**src/rtl/rom_arbiter_pkg.sv**
```systemverilog
// Shared definitions for the instruction-ROM arbiter: ROM geometry and the
// owner encoding used to tag the single in-flight read.
package rom_arbiter_pkg;

    localparam int ROM_ADDRESS_BITWIDTH = 16;
    localparam int ROM_SIZE             = 1 << (ROM_ADDRESS_BITWIDTH - 2);

    typedef enum logic {
        OWNER_IF = 1'b0,
        OWNER_LD = 1'b1
    } owner_e;

endpackage

```
**src/rtl/rom_arbiter.sv**
```systemverilog
// Round-robin arbiter sharing one synchronous-read ROM between instruction
// fetch (IF) and constant loads (LD), with valid/ready responses and IF flush.
module rom_arbiter
    import rom_arbiter_pkg::*;
#(
    parameter int ADDR_W = ROM_ADDRESS_BITWIDTH
) (
    input  logic              clk,
    input  logic              reset_n,

    input  logic              if_req_valid,
    output logic              if_req_ready,
    input  logic [ADDR_W-1:0] if_req_addr,
    output logic              if_rsp_valid,
    input  logic              if_rsp_ready,
    output logic [31:0]       if_rsp_data,
    input  logic              if_flush,

    input  logic              ld_req_valid,
    output logic              ld_req_ready,
    input  logic [ADDR_W-1:0] ld_req_addr,
    output logic              ld_rsp_valid,
    input  logic              ld_rsp_ready,
    output logic [31:0]       ld_rsp_data,

    output logic [ADDR_W-1:0] rom_address,
    input  logic [31:0]       rom_data
);

    logic              pend_valid_q, pend_valid_d;
    owner_e            pend_owner_q, pend_owner_d;
    owner_e            last_grant_q, last_grant_d;
    logic [ADDR_W-1:0] last_addr_q,  last_addr_d;

    logic   if_pend;
    logic   slot_free;
    logic   if_elig;
    logic   ld_elig;
    logic   grant;
    owner_e grantee;

    always_comb begin
        // NOTE: every signal driven here gets a default first, so no path can infer a latch.
        pend_valid_d = pend_valid_q;
        pend_owner_d = pend_owner_q;
        last_grant_d = last_grant_q;
        grantee      = OWNER_IF;

        if_pend      = pend_valid_q && (pend_owner_q == OWNER_IF);
        if_rsp_valid = reset_n && if_pend && !if_flush;
        ld_rsp_valid = reset_n && pend_valid_q && (pend_owner_q == OWNER_LD);
        if_rsp_data  = rom_data;
        ld_rsp_data  = rom_data;

        // The slot frees on a response handshake or when a pending fetch is flushed.
        slot_free = !pend_valid_q
                  || (if_rsp_valid && if_rsp_ready)
                  || (ld_rsp_valid && ld_rsp_ready)
                  || (if_pend && if_flush);

        if_elig = reset_n && if_req_valid && !if_flush;
        ld_elig = reset_n && ld_req_valid;
        grant   = slot_free && (if_elig || ld_elig);

        if (if_elig && ld_elig) begin
            grantee = (last_grant_q == OWNER_IF) ? OWNER_LD : OWNER_IF;
        end else if (ld_elig) begin
            grantee = OWNER_LD;
        end

        if_req_ready = grant && (grantee == OWNER_IF);
        ld_req_ready = grant && (grantee == OWNER_LD);

        // Holding the previous address keeps rom_data stable across a stall.
        if (!reset_n) begin
            rom_address = '0;
        end else if (grant) begin
            rom_address = (grantee == OWNER_IF) ? if_req_addr : ld_req_addr;
        end else begin
            rom_address = last_addr_q;
        end

        if (grant) begin
            pend_valid_d = 1'b1;
            pend_owner_d = grantee;
            last_grant_d = grantee;
        end else if (slot_free) begin
            pend_valid_d = 1'b0;
        end
        last_addr_d = rom_address;
    end

    // NOTE: state flops use non-blocking assignments; reset is sampled on the clock edge only.
    always_ff @(posedge clk) begin
        if (!reset_n) begin
            pend_valid_q <= 1'b0;
            pend_owner_q <= OWNER_IF;
            last_grant_q <= OWNER_LD;
            last_addr_q  <= '0;
        end else begin
            pend_valid_q <= pend_valid_d;
            pend_owner_q <= pend_owner_d;
            last_grant_q <= last_grant_d;
            last_addr_q  <= last_addr_d;
        end
    end

endmodule

```
**config.mk**
```make
export PLATFORM = sky130hd
export DESIGN_NAME = rom_arbiter
export DESIGN_NICKNAME = d
export VERILOG_FILES = /design/src/rtl/rom_arbiter_pkg.sv /design/src/rtl/rom_arbiter.sv
export SDC_FILE = /design/constraint.sdc
export NUM_CORES = 1
export LEC_CHECK = 0
export BUFFER_PORTS_ARGS = -buffer_cell sky130_fd_sc_hd__buf_2
export CORE_ASPECT_RATIO = 1.75
export CORE_MARGIN = 5
export CORE_UTILIZATION = 37
export CTS_CLUSTER_DIAMETER = 60
export DETAILED_ROUTE_END_ITERATION = 10
export PLACE_DENSITY = 0.82
export SYNTH_ARGS = -nofsm -noshare
export SYNTH_HDL_FRONTEND = slang
export SYNTH_SLANG_ARGS = --single-unit
```
**constraint.sdc**
```tcl
create_clock -name clk -period 1.6 [get_ports clk]
set_clock_uncertainty 0.15 [all_clocks]
set_input_delay 0 -clock clk [delete_from_list [all_inputs] [get_ports clk]]
set_output_delay 0 -clock clk [all_outputs]
set_load 0.01 [all_outputs]
```
# ---- Word-level counts from Yosys, hierarchy flattened
# Index checks and enable logic that the tools add are counted.
dict set report op_classes {
  mux 8
  bitwise 2
  reduce_logical 22
}
# cell n
set ops {}
lappend ops {{16-bit two-way mux} 3}
lappend ops {{1-bit logical AND} 15}
lappend ops {{1-bit two-way mux} 5}
lappend ops {{1-bit logical OR} 4}
lappend ops {{1-bit zero test} 2}
lappend ops {{1-bit inverter} 2}
lappend ops {{2-bit nonzero test} 1}
dict set report totals {
  register_bits 19
  in_bits 71
}

# ---- Depth between registers and ports, before layout
dict set report depth {
  depth_word 11
  ltp_mapped 7
  depth_no_buf 4
}

# ---- Least setup slack after synthesis
# Ideal clock, no wire load.
dict set report synth_path {
  kind {reg-to-output}
  start {register last_grant_q}
  end {output port rom_address[10]}
  t_arrival_ns 1.399
  required_ns 1.450
  slack_ns 0.051
  stages_incl_launch_ff 6
  path_buffers 2
  cell_sequence {dfxtp_1 and3b_1 buf_4 clkbuf_1 o21ai_0 a311oi_1}
}
dict set report synth_between {
  elab_chain_cells 5
}
# element line_no
set synth_lines {}
lappend synth_lines {{start: declaration} rom_arbiter.sv:32} ;# owner_e last_grant_q, last_grant_d;
lappend synth_lines {{start signal: assignment} rom_arbiter.sv:103} ;# last_grant_q <= last_grant_d;
lappend synth_lines {{1-bit two-way mux} rom_arbiter.sv:66} ;# grantee = (last_grant_q == OWNER_IF) ? OWNER_LD : OWNER_IF;
lappend synth_lines {{1-bit two-way mux} rom_arbiter.sv:65} ;# if (if_elig && ld_elig) begin
lappend synth_lines {{16-bit two-way mux} rom_arbiter.sv:78} ;# rom_address = (grantee == OWNER_IF) ? if_req_addr : ld_req_addr;
lappend synth_lines {{16-bit two-way mux} rom_arbiter.sv:77} ;# end else if (grant) begin
lappend synth_lines {{16-bit two-way mux} rom_arbiter.sv:75} ;# if (!reset_n) begin
lappend synth_lines {{end: declaration} rom_arbiter.sv:26} ;# output logic [ADDR_W-1:0] rom_address,
# Every way passes these cells.

# ---- Worst setup path in the final report
dict set report layout_path {
  start {register last_grant_q}
  end {output port rom_address[2]}
}
# Same word-level chain as after synthesis.

==> impl_metrics.csv <==
group,metric,value,unit
synth,synth_mux_area_frac,0.00621,
floorplanning,coreArea,4190,um2
detailed_routing,wl,5940,um
detailed_routing,drt_iter0_drc,60,
finish,drive_gt1_frac,0.531,
synth,synth-xor-area-share,0,
global_routing,grt_pass1_wl,8510,um
global_routing,overflow,0,
synth,synth_cells,198,
outcome,violations,"negative setup slack",
sta,grt_setup_unrepaired,"yes",
placed_design,port_buffers,58,
global_routing,grt_max_degree,18,
detailed_routing,ant_nets,0,
flow_run,maxCapViolations,0,
finish,final_core_util,0.633,
power_and_ir_drop,ir_worst_vdd,461,uV
power_and_ir_drop,p_per_area,630,nW/um2
synth,synth.distinct_cells,27,
cts,clk_pin_slew,0.07,ns
detailed_routing,drt_pre_antenna_iters,4,
finish,n_antenna_cell,0,
finish,final_nets,347,
sta,max_clock_freq,544,MHz
floorplanning,die_x,59.9,um
sta,slew_headroom,0.727,
detailed_routing,num_vias,1832,
sta,maxSlewViolCount,0,
setup_path,required,1.45,ns
synth,synthFlopType,"dfxtp_1",
cts,clkLatencyLatePin,0.26,ns
cts,clock_sinks,19,
synth,synth_fa_ha_area_frac,0,
sta,fin_crit_sh,1.15,
sta,setup_viol_count_final,19,
setup_path,worstSetupPathType,"register to primary output",
cts,cts_tree,"built",
synth,synth.avg_cell_area,8.15,um2
min_path,hp-class,"input port to register",
global_routing,grt_pass1_vias,1877,
setup_path,arrival,1.69,ns
cts,root_buffer,"clkbuf_8",
detailed_routing,drc_errors,0,
cts,cts_made_buffers,3,
sta,hold_viol,0,
placed_design,place_congestion,0.763,
sta,fin_ws,-0.238,ns
detailed_routing,avgViaCountPerCell,5.65,
synth,synth_nets,269,
synth,synth_compound_area_frac,0.302,
floorplanning,die-area,5830,um2
synth,yosys_warnings,0,
outcome,status,"complete, but fails checks",
detailed_routing,wl_per_cell,18.3,um
setup_path,crit_chain,"and3b_2 -> nor2_4 -> buf_12 -> buf_12 -> nand2_2 -> a311oi_2 -> buf_2",
finish,fillerInstances,329,
placed_design,dpl_cell_area,1530,um2
setup_path,end_kind,"primary output",
synth,async_flop_share,0,
power_and_ir_drop,p_leak,1.13,nW
global_routing,antenna_found_initial,0,
finish,fin_area,2650,um2
floorplanning,start_util,0.385,
floorplanning,die_h,97.3,um
setup_path,cp-start-kind,"register",
cts,h-tree-depth,1,
setup_path,reg2reg_slack,-0.12,ns
placed_design,place_hpwl,3160,um
global_routing,grt_usage,0.185,
synth,ys_seq_area_frac,0.236,
setup_path,crit_slowest_cell,"dfxtp_2",
synth,ys_ff_latch,19,
sta,worstMarginPinSlew,0.410,ns
synth,synth_top_family_by_area,"buffers and inverters",
floorplanning,num_rows,31,
setup_path,crit_fanout,5,
setup_path,cp_common_cell,"buf_12",
synth,synth-simple-area-share,0.0884,
setup_path,cp_slowest_stage_delay,0.32,ns
sta,fin_crit,1.84,ns
cts,clk_path_buf_depth,2,
synth,synth-edff-count,0,
synth,synth_area,1610,um2
finish,area_growth_syn_to_layout,64.3,%
floorplanning,pin_count,155,
[what timing repair did]
action | 4_1_cts | 5_1_grt
setup endpoints to repair | 17 | 34
pin swaps | 25 | 16
gates cloned | 2 | 1
endpoints found under the hold margin | 81 | 0
gates resized for setup | 43 | 42
setup buffers | 8 | 6
hold buffers | 63 | 0
[cell usage in the layout, fill, tap and decap left out, types with 2 or more instances in the layout]
master         count
dlygate4sd3_1     62
buf_2             57
a311oi_2          18
dfxtp_1           17
buf_4             16
o21ai_1           13
a21oi_1           12
a311oi_1          12
nand2_4            9
buf_6              9
a21oi_2            6
nand2_2            6
buf_12             5
and2_4             4
nand2_1            3
clkbuf_8           3
nor2b_1            2
[kinds of logic (layout without fill, tap and decap cells)]
logic type             count (synthesis)  after routing
AND/OR/NAND/NOR                       29             31
multiplexers                           1              1
AO/OA/AOI/OAI                         68             68
buffers and inverters                 81            156
flip-flops                            19             19
[critical path, delay by kind of cell (launching register included)]
kind | cells | cell delay [ns]
flip-flops | 1 | 0.32
AND/OR/NAND/NOR | 3 | 0.46
buffers and inverters | 3 | 0.44
AO/OA/AOI/OAI | 1 | 0.21
[power by group]
| group | switching (mW) | internal, mW |
|---|---|---|
| combinational | 0.400 | 0.378 |
| clock | 0.172 | 0.174 |
| sequential | 0.0226 | 0.523 |
[Yosys cell counts, types with 2 or more instances]
cell | count | area [um2]
buf_4 | 66 | 495
a311oi_1 | 28 | 245
dfxtp_1 | 19 | 380
a21oi_1 | 18 | 90.1
nand2_1 | 18 | 67.6
o21ai_0 | 11 | 55.1
buf_6 | 5 | 56.3
clkbuf_1 | 5 | 18.8
o21ai_1 | 4 | 20.0
buf_2 | 3 | 15.0
a211oi_1 | 2 | 15.0
a311oi_2 | 2 | 30.0
nor2b_1 | 2 | 12.5
nor3_1 | 2 | 10.0
[stage by stage]
stage               setup TNS, ns  worst slack [ns]  hold WS (ns)  power (mW)  std cells
floorplan                       0            0.0513       -0.0993       0.970        198
global placement                0            0.0379        -0.150       0.954        241
detailed placement              0            0.0282        -0.150       0.964        241
CTS                         -3.45            -0.220       0.00469        1.58        318
global route                -4.37            -0.302        0.0407        1.75        324
finish                      -3.32            -0.238        0.0114        1.67        324
[state kept, by name (all words and copies together), names as in the netlist]
name	cells
last_grant_q	1
pend_valid_q	1
last_addr_q	16
pend_owner_q	1
[routing by layer]
metal	up-vias	routed length (um)	global-route usage
met5	-	0	0
met4	0	249	0.0904
met3	26	624	0.0359
met2	151	3110	0.334
met1	842	1960	0.191
li1	813	-	-
[area by class of cell]
type / count / area (um2) / share of cell area
timing repair buffer: 150 / 1240 / 0.468
multi-input combinational: 100 / 906 / 0.342
sequential: 19 / 385 / 0.145
tap: 49 / 61.3 / 0.0231
clock buffer: 3 / 41.3 / 0.0156
inverter: 2 / 11.3 / 0.00425
clock inverter: 1 / 5.00 / 0.00189
[worst paths after layout]
check	startpoint	depth (start not counted)	end
setup / recovery	last_grant_q	7	rom_address[2]
hold / removal	if_req_addr[14]	3	last_addr_q[14]
setup reg to reg	last_grant_q	8	last_addr_q[8]
hold reg to reg	last_addr_q[5]	2	last_addr_q[5]
(Power assumes the default switching activity.)
